<file path="config.mk">
export PLATFORM = sky130hd
export DESIGN_NAME = elevator_plant
export DESIGN_NICKNAME = d
export VERILOG_FILES = /design/src/rtl/elevator_plant.sv
export SDC_FILE = /design/constraint.sdc
export NUM_CORES = 1
export LEC_CHECK = 0
export CAP_MARGIN = 40
export CORE_ASPECT_RATIO = 0.5
export CORE_UTILIZATION = 30
export DETAILED_ROUTE_END_ITERATION = 6
export DONT_BUFFER_PORTS = 1
export PLACE_DENSITY_LB_ADDON = 0.3
export SLEW_MARGIN = 20
export SYNTH_ARGS = -nofsm -noshare
export SYNTH_HDL_FRONTEND = slang
export SYNTH_SLANG_ARGS = --single-unit
</file>
<file path="constraint.sdc">
create_clock -name clk -period 2.66 [get_ports clk]
set_input_delay 0.266 -clock clk [delete_from_list [all_inputs] [get_ports clk]]
set_output_delay 0.266 -clock clk [all_outputs]
set_load 0.01 [all_outputs]
</file>
<file path="src/rtl/elevator_plant.sv">
// Elevator car and door plant model: registered engine/door FSMs with travel and stroke timers,
// a door/motion interlock and a sticky fault flag.
module elevator_plant #(
  parameter int unsigned FLOORS       = 8,
  parameter int unsigned FLOOR_W      = 3,
  parameter int unsigned DELAY_ENGINE = 10,
  parameter int unsigned DELAY_DOOR   = 10,
  parameter int unsigned CNT_W        = 5
) (
  input  logic               clk,
  input  logic               reset,
  input  logic [1:0]         engine,
  input  logic [1:0]         door,
  output logic [FLOOR_W-1:0] floor,
  output logic               at_floor,
  output logic               sensor_up,
  output logic               sensor_down,
  output logic [1:0]         sensor_door,
  output logic               moving,
  output logic               fault,
  output logic [CNT_W-1:0]   counter_engine,
  output logic [CNT_W-1:0]   counter_door
);

  typedef enum logic [1:0] {
    EngIdle = 2'b00,
    EngUp   = 2'b01,
    EngDown = 2'b10
  } eng_state_e;

  // Encoding is exposed directly on sensor_door.
  typedef enum logic [1:0] {
    DoorClosed  = 2'b00,
    DoorOpening = 2'b01,
    DoorClosing = 2'b10,
    DoorOpen    = 2'b11
  } door_state_e;

  localparam logic [FLOOR_W-1:0] TopFloor = FLOOR_W'(FLOORS - 1);
  localparam logic [CNT_W-1:0]   EngLast  = CNT_W'(DELAY_ENGINE - 1);
  localparam logic [CNT_W-1:0]   DoorLast = CNT_W'(DELAY_DOOR - 1);

  eng_state_e         eng_state_q, eng_state_d;
  door_state_e        door_state_q, door_state_d;
  logic [FLOOR_W-1:0] floor_q, floor_d;
  logic [CNT_W-1:0]   cnt_eng_q, cnt_eng_d;
  logic [CNT_W-1:0]   cnt_door_q, cnt_door_d;
  logic               fault_q, fault_d;

  logic cmd_up, cmd_down, cmd_illegal, cmd_stop;
  logic cmd_open, cmd_close;

  assign cmd_stop    = (engine == 2'b00);
  assign cmd_up      = (engine == 2'b01);
  assign cmd_down    = (engine == 2'b10);
  assign cmd_illegal = (engine == 2'b11);
  assign cmd_open    = (door == 2'b01);
  assign cmd_close   = (door == 2'b10);

  // Engine: anything other than an accepted move lands in idle with the counter cleared.
  always_comb begin
    eng_state_d = EngIdle;
    cnt_eng_d   = '0;
    floor_d     = floor_q;
    fault_d     = fault_q;
    if (cmd_illegal) begin
      fault_d = 1'b1;
    end else if (cmd_up || cmd_down) begin
      if (door_state_q != DoorClosed) begin
        fault_d = 1'b1;
      end else if ((cmd_up && (floor_q != TopFloor)) || (cmd_down && (floor_q != '0))) begin
        if (cmd_up) begin
          eng_state_d = EngUp;
        end else begin
          eng_state_d = EngDown;
        end
        if ((eng_state_q != EngIdle) && (eng_state_q != eng_state_d)) begin
          // Reversal restarts the current floor's travel from zero.
          cnt_eng_d = '0;
        end else if (cnt_eng_q == EngLast) begin
          cnt_eng_d = '0;
          if (cmd_up) begin
            floor_d = floor_q + FLOOR_W'(1);
          end else begin
            floor_d = floor_q - FLOOR_W'(1);
          end
        end else begin
          cnt_eng_d = cnt_eng_q + CNT_W'(1);
        end
      end
    end
  end

  // Door: uses pre-edge engine counter so it never opens while the car is between floors.
  always_comb begin
    door_state_d = door_state_q;
    cnt_door_d   = cnt_door_q;
    case (door_state_q)
      DoorClosed: begin
        if (cmd_open && cmd_stop && (cnt_eng_q == '0)) begin
          door_state_d = DoorOpening;
          cnt_door_d   = '0;
        end
      end
      DoorOpening: begin
        if (cmd_close) begin
          door_state_d = DoorClosing;
          cnt_door_d   = '0;
        end else if (cnt_door_q == DoorLast) begin
          door_state_d = DoorOpen;
          cnt_door_d   = '0;
        end else begin
          cnt_door_d = cnt_door_q + CNT_W'(1);
        end
      end
      DoorClosing: begin
        if (cmd_open) begin
          door_state_d = DoorOpening;
          cnt_door_d   = '0;
        end else if (cnt_door_q == DoorLast) begin
          door_state_d = DoorClosed;
          cnt_door_d   = '0;
        end else begin
          cnt_door_d = cnt_door_q + CNT_W'(1);
        end
      end
      DoorOpen: begin
        if (cmd_close) begin
          door_state_d = DoorClosing;
          cnt_door_d   = '0;
        end
      end
      default: begin
        door_state_d = DoorClosed;
        cnt_door_d   = '0;
      end
    endcase
  end

  always_ff @(posedge clk or posedge reset) begin
    if (reset) begin
      eng_state_q  <= EngIdle;
      door_state_q <= DoorClosed;
      floor_q      <= '0;
      cnt_eng_q    <= '0;
      cnt_door_q   <= '0;
      fault_q      <= 1'b0;
    end else begin
      eng_state_q  <= eng_state_d;
      door_state_q <= door_state_d;
      floor_q      <= floor_d;
      cnt_eng_q    <= cnt_eng_d;
      cnt_door_q   <= cnt_door_d;
      fault_q      <= fault_d;
    end
  end

  assign floor          = floor_q;
  assign at_floor       = (cnt_eng_q == '0);
  assign sensor_up      = (floor_q == TopFloor);
  assign sensor_down    = (floor_q == '0);
  assign sensor_door    = door_state_q;
  assign moving         = (eng_state_q != EngIdle);
  assign fault          = fault_q;
  assign counter_engine = cnt_eng_q;
  assign counter_door   = cnt_door_q;

endmodule

</file>
==> results of run 1 <==
## power groups by stage
stage	combinational, µW	sequential [µW]	clock [µW]
final	363	356	188
after CTS	366	357	194
after global placement	359	360	0
after global routing	409	363	210
after floorplan	302	351	0
after detailed placement	365	361	0
## stage by stage
step	power, µW	cell area [µm²]	instances
after global placement	718.6	1230	161
after detailed placement	726.8	1230	161
after CTS	917.0	1271	164
final	906.1	1271	164
after floorplan	653.4	1159	109
after global routing	981.4	1271	164
## layout make-up
type / count / area share, %
timing repair buffer: 1 / 0.5906
multi-input combinational: 79 / 52.17
inverter: 12 / 3.543
clock buffer: 3 / 3.248
tap: 51 / 5.020
sequential: 18 / 35.43
## sequential cells by signal, summed over array words and instances, names as in the netlist
name,count
floor,3
counter_engine,5
fault,1
eng_state_q,2
counter_door,5
sensor_door,2
## cells by family (layout without fill, tap and decap cells)
logic type / after synthesis / in the layout / share of synthesized area (%)
compound gates: 17 / 17 / 11.66
xor+xnor: 6 / 6 / 4.536
fa+ha+maj: 15 / 15 / 16.85
buf+inv: 12 / 16 / 3.887
flops: 18 / 18 / 38.88
mux: 4 / 4 / 3.995
simple gates: 37 / 37 / 20.19
## layer usage
layer  part of all wire [%]  routed length (µm)
met5                      0                   0
met4                   0.48                  10
met3                    5.8                 122
met2                     44                 925
met1                     49                1032
## path summary, 6_finish.rpt
kind / cells past startpoint / from / end / slack [ns]
worst min register to register: 1 / fault / fault / 0.57
worst max register to register: 7 / sensor_door[0] / counter_door[0] / 0.75
worst max-delay path: 7 / sensor_door[0] / counter_door[0] / 0.75
max in group asynchronous: 1 / reset / counter_door[3] / 2.20
min in group clk: 3 / engine[1] / fault / 0.35
worst min-delay path: 1 / reset / eng_state_q[0] / 0.01
## cells in the mapped netlist, drive strengths merged, types with 2 or more instances
cell type | n | area (µm²)
inv | 12 | 45.04
dfrtp | 18 | 450.4
nand2 | 3 | 11.26
ha | 14 | 175.2
mux2i | 2 | 20.02
and3 | 4 | 25.02
nor2 | 12 | 55.06
o31ai | 2 | 15.01
a22o | 3 | 26.28
xor2 | 5 | 43.79
o21ai | 5 | 28.77
mux2 | 2 | 26.27
nor3 | 4 | 20.02
nor2b | 4 | 25.02
nand3 | 2 | 10.01
==> impl_metrics.py, run 1 <==
metrics = {
    "run_status": {
        "run_status": "completed",
    },
    "setup_path": {
        "crit_slowest_cell": "dfrtp_1",
        "critPathKind": "register to register",
        "path_cells": "inv_1 -> ha_1 -> inv_1 -> a31oi_1 -> o22a_1 -> nor2_4 -> mux2_4",
        "critPathMostFrequentCell": "inv_1",
        "required_ns": 2.80,
        "path_max_fanout": 5,
        "critPathLaunchType": "register",
        "crit_arrival_ns": 2.05,
        "crit_family": "compound AO/OA/AOI/OAI gates",
        "critPathBufInv": 2,
        "cpPeakStageDelay_ns": 0.46,
        "end_kind": "register",
    },
    "sta": {
        "period_needed_ns": 1.911,
        "tns_ns": 0,
        "fmax_mhz": 523.3,
        "worst_slack_ns": 0.7490,
        "hold_ws_ns": 0.01374,
        "finalSetupViolations": 0,
        "skew_ns": 0.002270,
        "tightest_slew_ns": 0.7083,
        "relSlewSlack_pct": 52.73,
        "finalHoldViolations": 0,
        "maxSlewViolCount": 0,
        "rsz0062_at_grt": "false",
        "finalCritPeriodShare_pct": 71.84,
    },
    "cts": {
        "cts_made_buffers": 3,
        "cts_tree": "done",
        "clk_pin_slew_ns": 0.07,
        "cts_resized": 0,
        "insertion_delay_ns": 0.25,
        "cts.path.max_buffers": 2,
        "htree_levels": 1,
        "cts_hold_buffers": 0,
        "clock_sinks": 18,
        "root_buffer": "clkbuf_8",
        "cts_setup_buffers": 0,
    },
    "pwr": {
        "power-per-cell-area_nw_per_um2": 712.8,
        "max-vdd-ir-drop_v": 0.0001742,
        "p_int_uw": 563.7,
        "seq_power_share_pct": 39.3,
        "p_sw_share_pct": 37.79,
        "leakage_uw": 0.0006216,
        "comb_power_share_pct": 40.0,
        "power.switching_uw": 342.4,
        "clockPowerShare_pct": 20.7,
    },
    "floorplanning": {
        "rows": 15,
        "dieWidth_um": 89.89,
        "die_area_um2": 4130,
        "die_h_um": 45.95,
        "core_area_um2": 3566,
        "start_util_pct": 32.49,
        "num_io_pins": 26,
    },
    "layout": {
        "drive_gt1_share_pct": 14.16,
        "nNetsFinal": 136,
        "nFillCells": 370,
        "multi_input_area_um2": 663.1,
        "utilization_pct": 35.65,
        "final_common_cell": "dfrtp_1",
        "regArea_um2": 450.4,
        "antenna_cells": 0,
        "area_delta_synth_final_pct": 9.719,
        "final_cell_mix": "dfrtp_1 (18), ha_1 (14), inv_1 (12)",
    },
    "job": {
        "cap_violations": 0,
    },
    "yosys": {
        "syn_inst": 109,
        "synth_nets": 130,
        "synth_async_sr_flop_share_pct": 100.0,
        "yosysWarnings": 0,
        "ys_seq_area_share_pct": 38.88,
        "synth_area_um2": 1159,
        "ys_seq_elements": 18,
        "avgSynthCellArea_um2": 10.63,
        "synth_edf_count": 0,
        "ys_types": 37,
        "synth_ff_type": "dfrtp_1",
    },
    "route": {
        "vias": 771,
        "wl_um": 2091,
        "drt-initial-drc-count": 31,
        "route.antenna.remaining_nets": 0,
        "drc": 0,
        "wire_per_inst_um": 12.75,
        "vias_per_cell": 4.701,
        "first_pass_iters": 4,
    },
    "grt": {
        "grt_max_degree": 19,
        "met2_usage_pct": 19.23,
        "grtUsageMet3_pct": 4.500,
        "grt_pass1_vias": 759,
        "track_usage_pct": 11.24,
        "grt-ovfl-total": 0,
        "grt_pass1_wl_um": 3560,
        "antenna_found_initial": 0,
        "busiest_layer": "met2",
        "grt_use_met1_pct": 13.65,
    },
    "place": {
        "io_buffer_count": 0,
        "dpl_worst_slack_ns": 0.7665,
        "gp_congestion": 0.7302,
        "dp_hpwl_um": 1642,
    },
    "worst_hold_path": {
        "min_path_type": "input port to async pin",
    },
}
Power figures use the tool's default switching activity.
==> inputs of run 2 (changes only) <==
==> constraint.sdc (replaced) <==
create_clock -name clk -period 1.7 [get_ports clk]
set_input_delay 0.17 -clock clk [delete_from_list [all_inputs] [get_ports clk]]
set_output_delay 0.17 -clock clk [all_outputs]
set_load 0.01 [all_outputs]
==> run 2 against run 1 <==
  * The run now ends with setup timing left
  * Utilization is 8.6 points higher
  * Setup slack worse by 0.76 ns
  * Sequential share of layout area is 6.8 points lower
  * Critical path depth is 1 lower
  * Die area stayed put
  * Flip-flop and latch count stayed put
  * Sequential power is 46% higher
  * First-iteration DRC count is 52% lower
  * Global-route usage is 1.5 points higher
  * Combinational power grew to 2.6 times the previous value
  * Worst hold slack better by 0.25 ns
==> impl_metrics.py, run 2 (same netlist as run 1, synthesis figures left out) <==
metrics = {
    "place": {
        "gp_congestion": 0.7244,
        "dp_hpwl_um": 1842,
        "io_buffer_count": 0,
        "placed_area_um2": 1374,
    },
    "run_status": {
        "run_status": "complete, but fails checks",
        "violations": "setup timing",
    },
    "floorplanning": {
        "start_util_pct": 32.49,
        "num_io_pins": 26,
        "die_area_um2": 4130,
        "dieWidth_um": 89.89,
        "rows": 15,
        "die_h_um": 45.95,
        "core_area_um2": 3566,
    },
    "grt": {
        "grt_pass1_vias": 878,
        "track_usage_pct": 12.76,
        "grt_max_degree": 19,
        "grt-ovfl-total": 0,
        "antenna_found_initial": 0,
        "grt_pass1_wl_um": 4084,
    },
    "layout": {
        "nNetsFinal": 159,
        "design_area_um2": 1577,
        "antenna_cells": 0,
        "final_cell_mix": "buf_4 (22), dfrtp_1 (17), ha_1 (10)",
        "area_delta_synth_final_pct": 36.07,
        "utilization_pct": 44.21,
        "drive_gt1_share_pct": 43.07,
        "final_common_cell": "buf_4",
    },
    "sta": {
        "maxSlewViolCount": 0,
        "relSlewSlack_pct": 51.29,
        "rsz0062_at_grt": "true",
        "worst_slack_ns": -0.009070,
        "finalHoldViolations": 0,
        "tightest_slew_ns": 0.7298,
        "finalSetupViolations": 3,
        "fmax_mhz": 585.1,
        "finalCritPeriodShare_pct": 100.5,
        "period_needed_ns": 1.709,
        "skew_ns": 0.005210,
    },
    "route": {
        "vias": 878,
        "route.antenna.remaining_nets": 0,
        "drt-initial-drc-count": 15,
        "wl_um": 2419,
        "wire_per_inst_um": 12.87,
        "first_pass_iters": 4,
        "vias_per_cell": 4.670,
        "drc": 0,
    },
    "pwr": {
        "power_uw": 1833,
        "p_sw_share_pct": 37.71,
        "p_int_uw": 1142,
        "power-per-cell-area_nw_per_um2": 1163,
        "power.switching_uw": 691.1,
        "comb_power_share_pct": 52.2,
        "leakage_uw": 0.0007578,
        "seq_power_share_pct": 28.3,
        "max-vdd-ir-drop_v": 0.0004403,
        "clockPowerShare_pct": 19.5,
    },
    "cts": {
        "root_buffer": "clkbuf_8",
        "clk_pin_slew_ns": 0.07,
        "cts.path.max_buffers": 2,
        "insertion_delay_ns": 0.26,
        "cts_made_buffers": 3,
        "htree_levels": 1,
        "cts_tree": "done",
        "clock_sinks": 18,
    },
    "worst_hold_path": {
        "min_path_type": "input port to register",
    },
    "setup_path": {
        "critPathLaunchType": "register",
        "end_kind": "register",
        "critPathKind": "register to register",
        "required_ns": 1.90,
        "path_max_fanout": 5,
        "crit_arrival_ns": 1.91,
    },
    "job": {
        "cap_violations": 0,
    },
}
-- run 2: repair_timing --
item / in CTS / in global routing
resized for setup: 9 / 17
hold buffers: 1 / 0
endpoints found under the setup margin: 5 / 9
pin swaps: 6 / 10
hold endpoints to repair: 18 / 0
setup buffers: 2 / 2
-- run 2: cell type report --
cell class	instances	area [µm²]
clock buffers	4	55.05
flip-flops and latches	18	451.7
repair buffers	24	186.4
inverters	12	45.04
fillers	352	1989
multi-input cells	79	774.5
well taps	51	63.81
-- run 2: path summary, 6_finish.rpt --
check                      slack (ns)            from                 to  cells past startpoint
max                            -0.009  sensor_door[1]    counter_door[0]                      6
min                              0.26       engine[1]              fault                      3
max reg2reg                    -0.009  sensor_door[1]    counter_door[0]                      6
min reg2reg                      0.57           fault              fault                      1
max in group asynchronous        0.71           reset  counter_engine[0]                      2
min in group asynchronous        0.47           reset           floor[1]                      2
-- run 2: power by group through the flow --
stage	Clock [µW]	Combinational (µW)	Sequential (µW)
after floorplan	0	473	550
after global placement	0	713	517
after detailed placement	0	715	519
after CTS	375	794	510
after global routing	391	1040	525
final	357	957	518
-- run 2: worst max-delay path: stages (launching register included) --
cell	delay [ns]
dfrtp_1	0.43
inv_2	0.11
ha_4	0.15
a21oi_2	0.05
or4b_4	0.59
nor2_4	0.16
mux2_4	0.15
-- run 2: stage by stage --
stage          std cells  setup TNS, ns  hold WS, ns  setup slack, ns
6_report             188       -0.01848       0.2605        -0.009070
5_1_grt              188        -0.5361       0.2711         -0.06353
4_1_cts              186              0       0.2552         0.003009
3_5_place_dp         180        -0.2771       0.2333         -0.05824
3_3_place_gp         180        -0.1488       0.2224         -0.04735
2_1_floorplan        109              0       0.1085         0.002479
-- run 2: per-layer routing --
metal	part of all wire, %	track usage [%]
met2	49	23.38
met3	5.3	4.667
met1	46	14.86
met4	0	2.903
met5	0	0
